--- config.mk ---
export PLATFORM = sky130hd
export DESIGN_NAME = plru_replacement_ctrl
export DESIGN_NICKNAME = d
export VERILOG_FILES = /design/src/rtl/plru_replacement_ctrl.sv
export SDC_FILE = /design/constraint.sdc
export NUM_CORES = 1
export LEC_CHECK = 0
export BUFFER_PORTS_ARGS = -buffer_cell sky130_fd_sc_hd__buf_2
export CORE_ASPECT_RATIO = 2
export CORE_MARGIN = 4
export CORE_UTILIZATION = 40
export DETAILED_ROUTE_END_ITERATION = 12
export PLACE_DENSITY = 0.69
export SLEW_MARGIN = 30
export SYNTH_ARGS = -nofsm -noshare
export SYNTH_HDL_FRONTEND = slang
export SYNTH_SLANG_ARGS = --single-unit
--- constraint.sdc ---
create_clock -name clk -period 2.7 [get_ports clk]
set_input_delay 0.27 -clock clk [delete_from_list [all_inputs] [get_ports clk]]
set_output_delay 0.27 -clock clk [all_outputs]
set_load 0.02 [all_outputs]
--- src/rtl/plru_replacement_ctrl.sv ---
// Per-set 4-way tree-PLRU replacement controller: one access per cycle, 1-cycle response,
// table cleared by a set-sweeping INIT phase after reset and on flush.
module plru_replacement_ctrl #(
    parameter int NUM_SETS  = 16,
    parameter int SET_IDX_W = $clog2(NUM_SETS)
) (
    input  logic                 clk,
    input  logic                 rst,
    input  logic                 flush,
    input  logic                 req_valid,
    output logic                 req_ready,
    input  logic [SET_IDX_W-1:0] req_set,
    input  logic                 req_hit,
    input  logic [1:0]           req_way,
    output logic                 rsp_valid,
    output logic [SET_IDX_W-1:0] rsp_set,
    output logic [1:0]           rsp_way,
    output logic                 init_busy
);

    typedef enum logic {
        INIT = 1'b0,
        RUN  = 1'b1
    } state_t;

    state_t               state;
    logic [SET_IDX_W-1:0] init_cnt;
    logic [2:0]           plru [NUM_SETS];

    logic                 s1_valid;
    logic [SET_IDX_W-1:0] s1_set;
    logic                 s1_hit;
    logic [1:0]           s1_way;

    logic [2:0] cur_state;
    logic [1:0] victim;
    logic [2:0] touched;
    logic       accept;

    function automatic logic [2:0] touch(input logic [2:0] s, input logic [1:0] w);
        logic [2:0] n;
        n    = s;
        n[2] = ~w[1];
        if (!w[1]) n[1] = ~w[0];
        else       n[0] = ~w[0];
        return n;
    endfunction

    assign req_ready = (state == RUN) && !flush;
    assign accept    = req_valid && req_ready;
    assign init_busy = (state == INIT);

    // The previous access's write lands on the same edge this request is registered,
    // so reading the table in the S1 cycle already sees every earlier touch.
    assign cur_state = plru[s1_set];
    assign victim    = cur_state[2] ? {1'b1, cur_state[0]} : {1'b0, cur_state[1]};
    assign rsp_valid = s1_valid;
    assign rsp_set   = s1_set;
    assign rsp_way   = !s1_valid ? 2'b00 : (s1_hit ? s1_way : victim);
    assign touched   = touch(cur_state, rsp_way);

    always_ff @(posedge clk) begin
        if (rst) begin
            state    <= INIT;
            init_cnt <= '0;
            s1_valid <= 1'b0;
            s1_set   <= '0;
            s1_hit   <= 1'b0;
            s1_way   <= 2'b00;
        end else begin
            s1_valid <= accept;
            if (accept) begin
                s1_set <= req_set;
                s1_hit <= req_hit;
                s1_way <= req_way;
            end
            if (flush) begin
                state    <= INIT;
                init_cnt <= '0;
            end else if (state == INIT) begin
                init_cnt <= init_cnt + 1'b1;
                if (init_cnt == SET_IDX_W'(NUM_SETS - 1)) state <= RUN;
            end
        end
    end

    // A flush or reset pending on the S1 write drops it; INIT rewrites the table anyway.
    always_ff @(posedge clk) begin
        if (!rst) begin
            if (state == INIT)
                plru[init_cnt] <= 3'b000;
            else if (s1_valid && !flush)
                plru[s1_set] <= touched;
        end
    end

endmodule

==> results of run 1 <==
==> power by group <==
group          internal [mW]  switching, mW
sequential              1.06        0.00374
clock                  0.723          0.438
combinational         0.0180         0.0233
total                   1.80          0.465
==> metrics by stage <==
step | cells | util [%] | worst slack [ns]
2_1_floorplan | 203 | - | 0.00847
3_3_place_gp | 308 | 44.7 | 0.316
3_5_place_dp | 308 | 44.7 | 0.244
4_1_cts | 324 | 49.2 | 0.0158
5_1_grt | 325 | 49.6 | 0.0240
6_report | 325 | 49.6 | 0.0946
==> layout make-up <==
class	instances	area (um2)	share of cell area [%]
Sequential cell	65	1790	53.9
Multi-Input combinational cell	122	901	27.2
Clock buffer	9	225	6.80
Timing Repair Buffer	27	185	5.59
Tap cell	88	110	3.32
Clock inverter	7	77.6	2.34
Inverter	7	26.3	0.793
==> state kept, by name (all words and copies together) (netlist names), named ones only <==
register,count
plru,48
init_cnt,4
rsp_valid,1
rsp_set,4
s1_way,2
state,1
s1_hit,1
==> synthesized netlist by cell type, drive strengths merged, types with 4 or more instances <==
master  instances  area [um2]
edfxtp         48        1440
nor2           27         101
dfxtp          17         340
nand2          15        56.3
nand3          13        70.1
mux4           10         248
a21oi           8        40.0
inv             7        26.3
buf             5        47.5
a31oi           4        25.0
clkbuf          4        15.0
mux2            4        45.0
==> routing by layer <==
| metal | global-route usage [%] | vias up |
|---|---|---|
| met3 | 3.39 | 16 |
| met4 | 10.4 | 0 |
| met1 | 15.0 | 869 |
| li1 | - | 825 |
| met2 | 27.9 | 45 |
| met5 | 0 | - |
==> what timing repair did <==
item | CTS | global route
resized for setup | 2 | 6
pin swaps | 0 | 0
setup endpoints to repair | 1 | 1
gates cloned | 0 | 1
hold buffers | 0 | 0
==> worst paths after layout <==
kind                            startpoint          to  slack, ns  depth (start not counted)
worst max-delay path             flip-flop  rsp_way[0]       0.09                          7
worst min-delay path            req_way[0]   s1_way[0]       0.19                          3
worst max register to register   flip-flop  plru[8][1]       0.29                          7
worst min register to register   s1_way[1]   s1_way[1]       0.50                          2
==> cell families after synthesis <==
logic type	synth area share (%)
AOI/OAI and AO/OA	6.99
xor gates and xnor gates	0.947
adders and majority gates	0.451
buffers and inverters	3.20
DFF	64.2
muxes	11.3
and+or+nand+nor	12.9
==> placed cells by master, fill, tap and decap left out, drive strengths merged, types with 4 or more instances in the layout <==
cell type  instances
nand3             13
a31oi              4
buf               26
a21oi              8
dfxtp             17
nand2             15
mux2               4
nor2              27
edfxtp            48
clkbuf            10
inv               10
mux4              10
==> critical path, cell delays in order, from the launching register on <==
cell,delay [ns]
dfxtp_4,0.38
buf_12,0.14
mux4_2,0.55
a22oi_2,0.18
and3_4,0.21
nor2_1,0.05
o311a_1,0.33
buf_2,0.16
==> flow_metrics.py, run 1 <==
metrics = {
    "run_status": {
        "outcome": "finished, final reports clean",
    },
    "route": {
        "drt_iter0_markers": 49,
        "via_per_inst": 5.40,
        "dr.pass1.iters": 4,
        "wl_um": 5930,
        "drc": 0,
        "wire_per_inst_um": 18.3,
        "vias": 1755,
        "antenna_left": 0,
        "wl_met1_um": 1980,
        "dr.max_layer_used": "met4",
        "routed-wl-met2_um": 3470,
        "wl_met3_um": 211,
    },
    "pwr": {
        "p_per_area_nw_per_um2": 685,
        "finalPower_mw": 2.27,
        "p_leak_nw": 1.27,
        "ir_worst_vdd_mv": 0.522,
    },
    "logic_synthesis": {
        "synth_ff_type": "edfxtp_1",
        "synthArstFlopShare_pct": 0,
        "syn-cell-area_um2": 2770,
        "synth_seq_cells": 65,
        "syn_inst": 203,
        "syn-num-nets": 215,
        "ys_types": 45,
        "ys_seq_area_share_pct": 64.2,
        "yosysWarnings": 0,
        "syn_area_per_cell_um2": 13.7,
        "synth_edf_count": 48,
    },
    "floorplan": {
        "num_io_pins": 20,
        "fp.dieH_um": 126,
        "core-area_um2": 6670,
        "dieArea_um2": 8410,
        "die_w_um": 66.9,
        "start_util_pct": 41.6,
        "fp-row-count": 42,
    },
    "critical_path": {
        "endpoint_kind": "output port",
        "start_kind": "flip-flop",
        "cp_max_fo": 7,
        "crit_required_ns": 2.43,
        "arrival_ns": 2.34,
        "criticalPathCategory": "reg2out",
    },
    "grt": {
        "grt_max_degree": 17,
        "first_global_vias": 1744,
        "antenna_found_initial": 0,
        "grt_pass1_wl_um": 9180,
        "grt.total_usage_pct": 15.5,
        "grt.overflow.total": 0,
    },
    "cells_and_area": {
        "drive_above_1_share_pct": 26.6,
        "postLayoutCellArea_um2": 3310,
        "antennaDiodeCount": 0,
        "areaGrowthSynthToFinish_pct": 19.4,
        "n_fill_cell": 578,
        "final_nets": 244,
    },
    "timing": {
        "relSlewSlack_pct": 63.3,
        "min_period_ns": 2.61,
        "fmax_mhz": 384,
        "skew_ns": 0.00486,
        "worstMarginPinSlew_ns": 0.549,
        "finalMaxSlewViolations": 0,
        "hold-worst-slack_ns": 0.195,
        "tns_ns": 0,
        "period_share_pct": 96.5,
        "finalSetupViolations": 0,
        "hold_viol_final": 0,
        "rsz0062_at_grt": "false",
    },
    "worst_hold_path": {
        "hold_class": "in2reg",
    },
    "placed_design": {
        "place_hpwl_um": 4370,
        "placed_cell_area_um2": 2980,
        "port_buffers": 19,
        "gp_congestion": 0.830,
    },
    "clock_network": {
        "insertion_delay_ns": 0.33,
        "cts.clk_slew.worst_paths_ns": 0.05,
        "cts_root_buffer": "clkbuf_16",
        "cts_tree": "done",
        "cts_buffers": 9,
        "htree_levels": 3,
        "clock-sinks": 65,
        "cts_max_path_buffers": 2,
        "post_cts_buffers": 0,
    },
    "job": {
        "cap_violations": 0,
    },
}
Note: power is estimated with default switching activity, not from simulation.
==> inputs of run 2 (changes only) <==
- PLACE_DENSITY: 0.69 -> 0.61
==> flow_metrics.py, run 2 (synthesis results as in run 1) <==
metrics = {
    "cells_and_area": {
        "final_nets": 246,
        "post-route-util_pct": 48.7,
        "drive_above_1_share_pct": 22.6,
        "antennaDiodeCount": 0,
        "layout_common_cells": "48 x edfxtp_1, 27 x nor2_1, 19 x buf_2",
        "largest_reg_flops": 48,
        "n_fill_cell": 606,
        "layout_commonest_cell": "edfxtp_1",
        "postLayoutCellArea_um2": 3250,
        "areaGrowthSynthToFinish_pct": 17.3,
        "top_register": "plru",
    },
    "clock_network": {
        "htree_levels": 3,
        "cts_tree": "done",
        "cts_max_path_buffers": 2,
        "clock-sinks": 65,
        "cts_buffers": 9,
        "insertion_delay_ns": 0.32,
        "cts.clk_slew.worst_paths_ns": 0.05,
        "cts_root_buffer": "clkbuf_16",
    },
    "timing": {
        "skew_ns": 0.00757,
        "finalMaxSlewViolations": 0,
        "finalSetupViolations": 0,
        "hold_viol_final": 0,
        "period_share_pct": 96.8,
        "min_period_ns": 2.61,
        "fmax_mhz": 383,
        "rsz0062_at_grt": "false",
        "tns_ns": 0,
        "relSlewSlack_pct": 65.9,
        "worstMarginPinSlew_ns": 0.510,
    },
    "grt": {
        "first_global_vias": 1797,
        "grt.overflow.total": 0,
        "antenna_found_initial": 0,
        "grt_max_degree": 17,
        "grt.total_usage_pct": 16.0,
        "grt_pass1_wl_um": 9360,
    },
    "floorplan": {
        "die_w_um": 66.9,
        "fp-row-count": 42,
        "fp.dieH_um": 126,
        "start_util_pct": 41.6,
        "core-area_um2": 6670,
        "dieArea_um2": 8410,
        "num_io_pins": 20,
    },
    "route": {
        "drc": 0,
        "antenna_left": 0,
        "dr.pass1.iters": 6,
        "vias": 1715,
        "wire_per_inst_um": 18.2,
        "via_per_inst": 5.24,
        "wl_um": 5960,
        "drt_iter0_markers": 48,
    },
    "critical_path": {
        "criticalPathCategory": "reg2out",
        "slowest_delay_ns": 0.56,
        "cp_max_fo": 13,
        "crit_required_ns": 2.43,
        "start_kind": "flip-flop",
        "regToRegSetupSlack_ns": 0.30,
        "arrival_ns": 2.34,
        "crit_slowest_cell": "mux4_1",
        "endpoint_kind": "output port",
        "critPathBufInv": 2,
        "crit_chain": "buf_12, mux4_1, a22oi_1, and3_2, nor2_1, o311a_1, buf_2",
        "worst_path_dominant_cell_family": "multiplexers",
    },
    "placed_design": {
        "port_buffers": 19,
        "place_hpwl_um": 4540,
        "placed_cell_area_um2": 3000,
        "gp_congestion": 0.797,
    },
    "run_status": {
        "outcome": "finished, final reports clean",
    },
    "pwr": {
        "p_leak_nw": 1.25,
        "finalPower_mw": 2.10,
        "p_per_area_nw_per_um2": 646,
        "ir_worst_vdd_mv": 0.475,
    },
    "worst_hold_path": {
        "hold_class": "in2reg",
    },
    "job": {
        "cap_violations": 0,
    },
}
run 2: stage by stage:
| step | setup WS [ns] | hold WS [ns] | instances |
|---|---|---|---|
| global route | 0.00187 | 0.213 | 327 |
| floorplan | 0.00847 | 0.417 | 203 |
| finish | 0.0864 | 0.203 | 327 |
| detailed placement | 0.284 | 0.469 | 310 |
| global placement | 0.297 | 0.471 | 310 |
| CTS | 0.0338 | 0.194 | 326 |
run 2: worst reg2reg max path, delay by kind of cell (launching register included):
family,cells,cell delay [ns]
buf+inv,2,0.41
compound gates,4,0.97
flops,1,0.36
mux,1,0.50
run 2: cell type report:
cell class / count / area (um2) / area share (%)
clock inverter: 1 / 5.00 / 0.154
timing repair buffer: 29 / 183 / 5.62
multi-input combinational: 122 / 900 / 27.7
inverter: 7 / 26.3 / 0.808
sequential: 65 / 1780 / 54.8
tap: 88 / 110 / 3.38
clock buffer: 15 / 248 / 7.62
run 2: per-layer routing:
layer / track usage [%] / vias up / wire [um]
met5: 0 / - / 0
met4: 11.0 / 0 / 231
met3: 3.48 / 14 / 161
met2: 30.3 / 46 / 3570
met1: 13.8 / 829 / 1990
li1: - / 826 / -
run 2: path summary, 6_finish.rpt:
check             start          to  cells after the start
max reg2reg   flip-flop  plru[9][1]                      7
min          req_way[0]   s1_way[0]                      3
max           flip-flop  rsp_way[0]                      7
min reg2reg   s1_way[0]   s1_way[0]                      2
run 2: timing repair:
action,in CTS,in global routing
hold buffers,0,0
gates resized for setup,0,1
endpoints found under the setup margin,0,1
buffers inserted,0,1
run 2: power breakdown:
group          internal [mW]  switching, mW  total (mW)
sequential              1.07        0.00413        1.07
combinational         0.0171         0.0240      0.0411
clock                  0.620          0.370       0.990
==> inputs of run 3 (changes only) <==
- PLACE_DENSITY: 0.61 -> 0.59
- clock period: 2.7 -> 3.1 ns (I/O delays scaled with it)
==> flow_metrics.py, run 3 (synthesis results as in run 1) <==
metrics = {
    "clock_network": {
        "cts.clk_slew.worst_paths_ns": 0.06,
        "insertion_delay_ns": 0.33,
        "cts_root_buffer": "clkbuf_16",
        "cts_max_path_buffers": 2,
        "htree_levels": 3,
        "cts_buffers": 9,
        "cts_resized": 0,
        "post_cts_buffers": 0,
        "cts_tree": "done",
        "cts-hold-fix-buffers": 0,
        "clock-sinks": 65,
    },
    "pwr": {
        "pwr-share-comb_pct": 1.8,
        "clkPwrFrac_pct": 49.6,
        "ir_worst_vdd_mv": 0.398,
        "finalPower_mw": 1.92,
        "p_leak_nw": 1.26,
        "p_seq_share_pct": 48.6,
        "intPower_mw": 1.53,
        "swShare_pct": 20.2,
        "p_sw_uw": 386,
        "p_per_area_nw_per_um2": 586,
    },
    "cells_and_area": {
        "n_fill_cell": 631,
        "top_register": "plru",
        "largest_reg_flops": 48,
        "areaGrowthSynthToFinish_pct": 17.8,
        "antennaDiodeCount": 0,
        "layout_common_cells": "48 x edfxtp_1, 27 x nor2_1, 19 x buf_2",
        "post-route-util_pct": 49.0,
        "layout_commonest_cell": "edfxtp_1",
        "drive_above_1_share_pct": 24.1,
        "final_nets": 244,
    },
    "run_status": {
        "outcome": "finished, final reports clean",
    },
    "critical_path": {
        "criticalPathCategory": "reg2out",
        "arrival_ns": 2.48,
        "crit_required_ns": 2.79,
        "endpoint_kind": "output port",
        "worst_r2r_path_depth": 7,
        "start_kind": "flip-flop",
        "cp_max_fo": 6,
    },
    "grt": {
        "first_global_vias": 1848,
        "antenna_found_initial": 0,
        "grt_pass1_wl_um": 9740,
        "grt.total_usage_pct": 16.7,
        "grt_max_degree": 17,
        "grt.overflow.total": 0,
    },
    "timing": {
        "period_share_pct": 90.0,
        "worstMarginPinSlew_ns": 0.455,
        "min_period_ns": 2.79,
        "skew_ns": 0.00560,
        "finalMaxSlewViolations": 0,
        "relSlewSlack_pct": 69.5,
        "tns_ns": 0,
        "rsz0062_at_grt": "false",
        "hold_viol_final": 0,
        "finalSetupViolations": 0,
        "fmax_mhz": 358,
    },
    "placed_design": {
        "place_hpwl_um": 4630,
        "port_buffers": 19,
        "gp_congestion": 0.780,
    },
    "route": {
        "vias": 1712,
        "via_per_inst": 5.27,
        "wire_per_inst_um": 18.8,
        "wl_um": 6120,
        "dr.pass1.iters": 4,
        "drc": 0,
        "antenna_left": 0,
        "drt_iter0_markers": 60,
    },
    "worst_hold_path": {
        "hold_class": "in2reg",
        "holdPathStages": 3,
    },
    "job": {
        "cap_violations": 0,
    },
    "floorplan": {
        "fp-row-count": 42,
        "dieArea_um2": 8410,
        "num_io_pins": 20,
        "die_w_um": 66.9,
        "core-area_um2": 6670,
        "start_util_pct": 41.6,
        "fp.dieH_um": 126,
    },
}
==> run 3: changes by cell type in the layout (fill, tap and decap cells not counted), sizes merged <==
cell / previous run / this run
inv: 7 / 9
buf: 29 / 27
clkinvlp: 0 / 1
clkbuf: 15 / 11
clkinv: 1 / 2
==> run 3: critical path, stage by stage (launching register included) <==
cell and delay (ns):
dfxtp_1 0.43, buf_4 0.21, mux4_1 0.57, a22oi_2 0.21, nand3_2 0.12, and2_1 0.17, o311a_1 0.29, buf_2 0.16
==> run 3: path summary, 6_finish.rpt <==
kind / startpoint / to / slack [ns]
hold reg to reg: s1_way[0] / s1_way[0] / 0.49
setup / recovery: flip-flop / rsp_way[0] / 0.31
hold / removal: req_way[0] / s1_way[0] / 0.23
setup reg to reg: flip-flop / plru[10][1] / 0.62
==> run 3: power by group through the flow <==
stage | Clock [mW] | Combinational, mW | Sequential (mW)
2_1_floorplan | 0 | 0.0228 | 0.947
3_3_place_gp | 0 | 0.0345 | 0.948
3_5_place_dp | 0 | 0.0351 | 0.948
4_1_cts | 0.965 | 0.0354 | 0.930
5_1_grt | 1.01 | 0.0394 | 0.930
6_report | 0.950 | 0.0350 | 0.930
==> run 3: cell type report <==
class,count,area (um2),share of cell area (%)
Clock buffer,11,253,7.74
Clock inverter,5,37.5,1.15
Tap cell,88,110,3.37
Inverter,7,26.3,0.804
Sequential cell,65,1780,54.5
Multi-Input combinational cell,122,903,27.7
Timing Repair Buffer,27,155,4.75
==> run 3: metal layers <==
metal | up-vias | part of all wire, % | global-route usage (%)
li1 | 826 | - | -
met1 | 843 | 34 | 15.7
met2 | 32 | 60 | 31.1
met3 | 11 | 3.4 | 4.99
met4 | 0 | 2.2 | 8.01
met5 | - | 0 | 0
==> run 3: per-stage QoR <==
| step | hold slack [ns] | area (um2) | setup slack (ns) | std cells |
|---|---|---|---|---|
| finish | 0.227 | 3270 | 0.310 | 325 |
| global route | 0.248 | 3270 | 0.183 | 325 |
| CTS | 0.222 | 3270 | 0.302 | 325 |
| detailed placement | 0.480 | 2980 | 0.642 | 309 |
| global placement | 0.477 | 2980 | 0.691 | 309 |
| floorplan | 0.450 | 2770 | 0.408 | 203 |
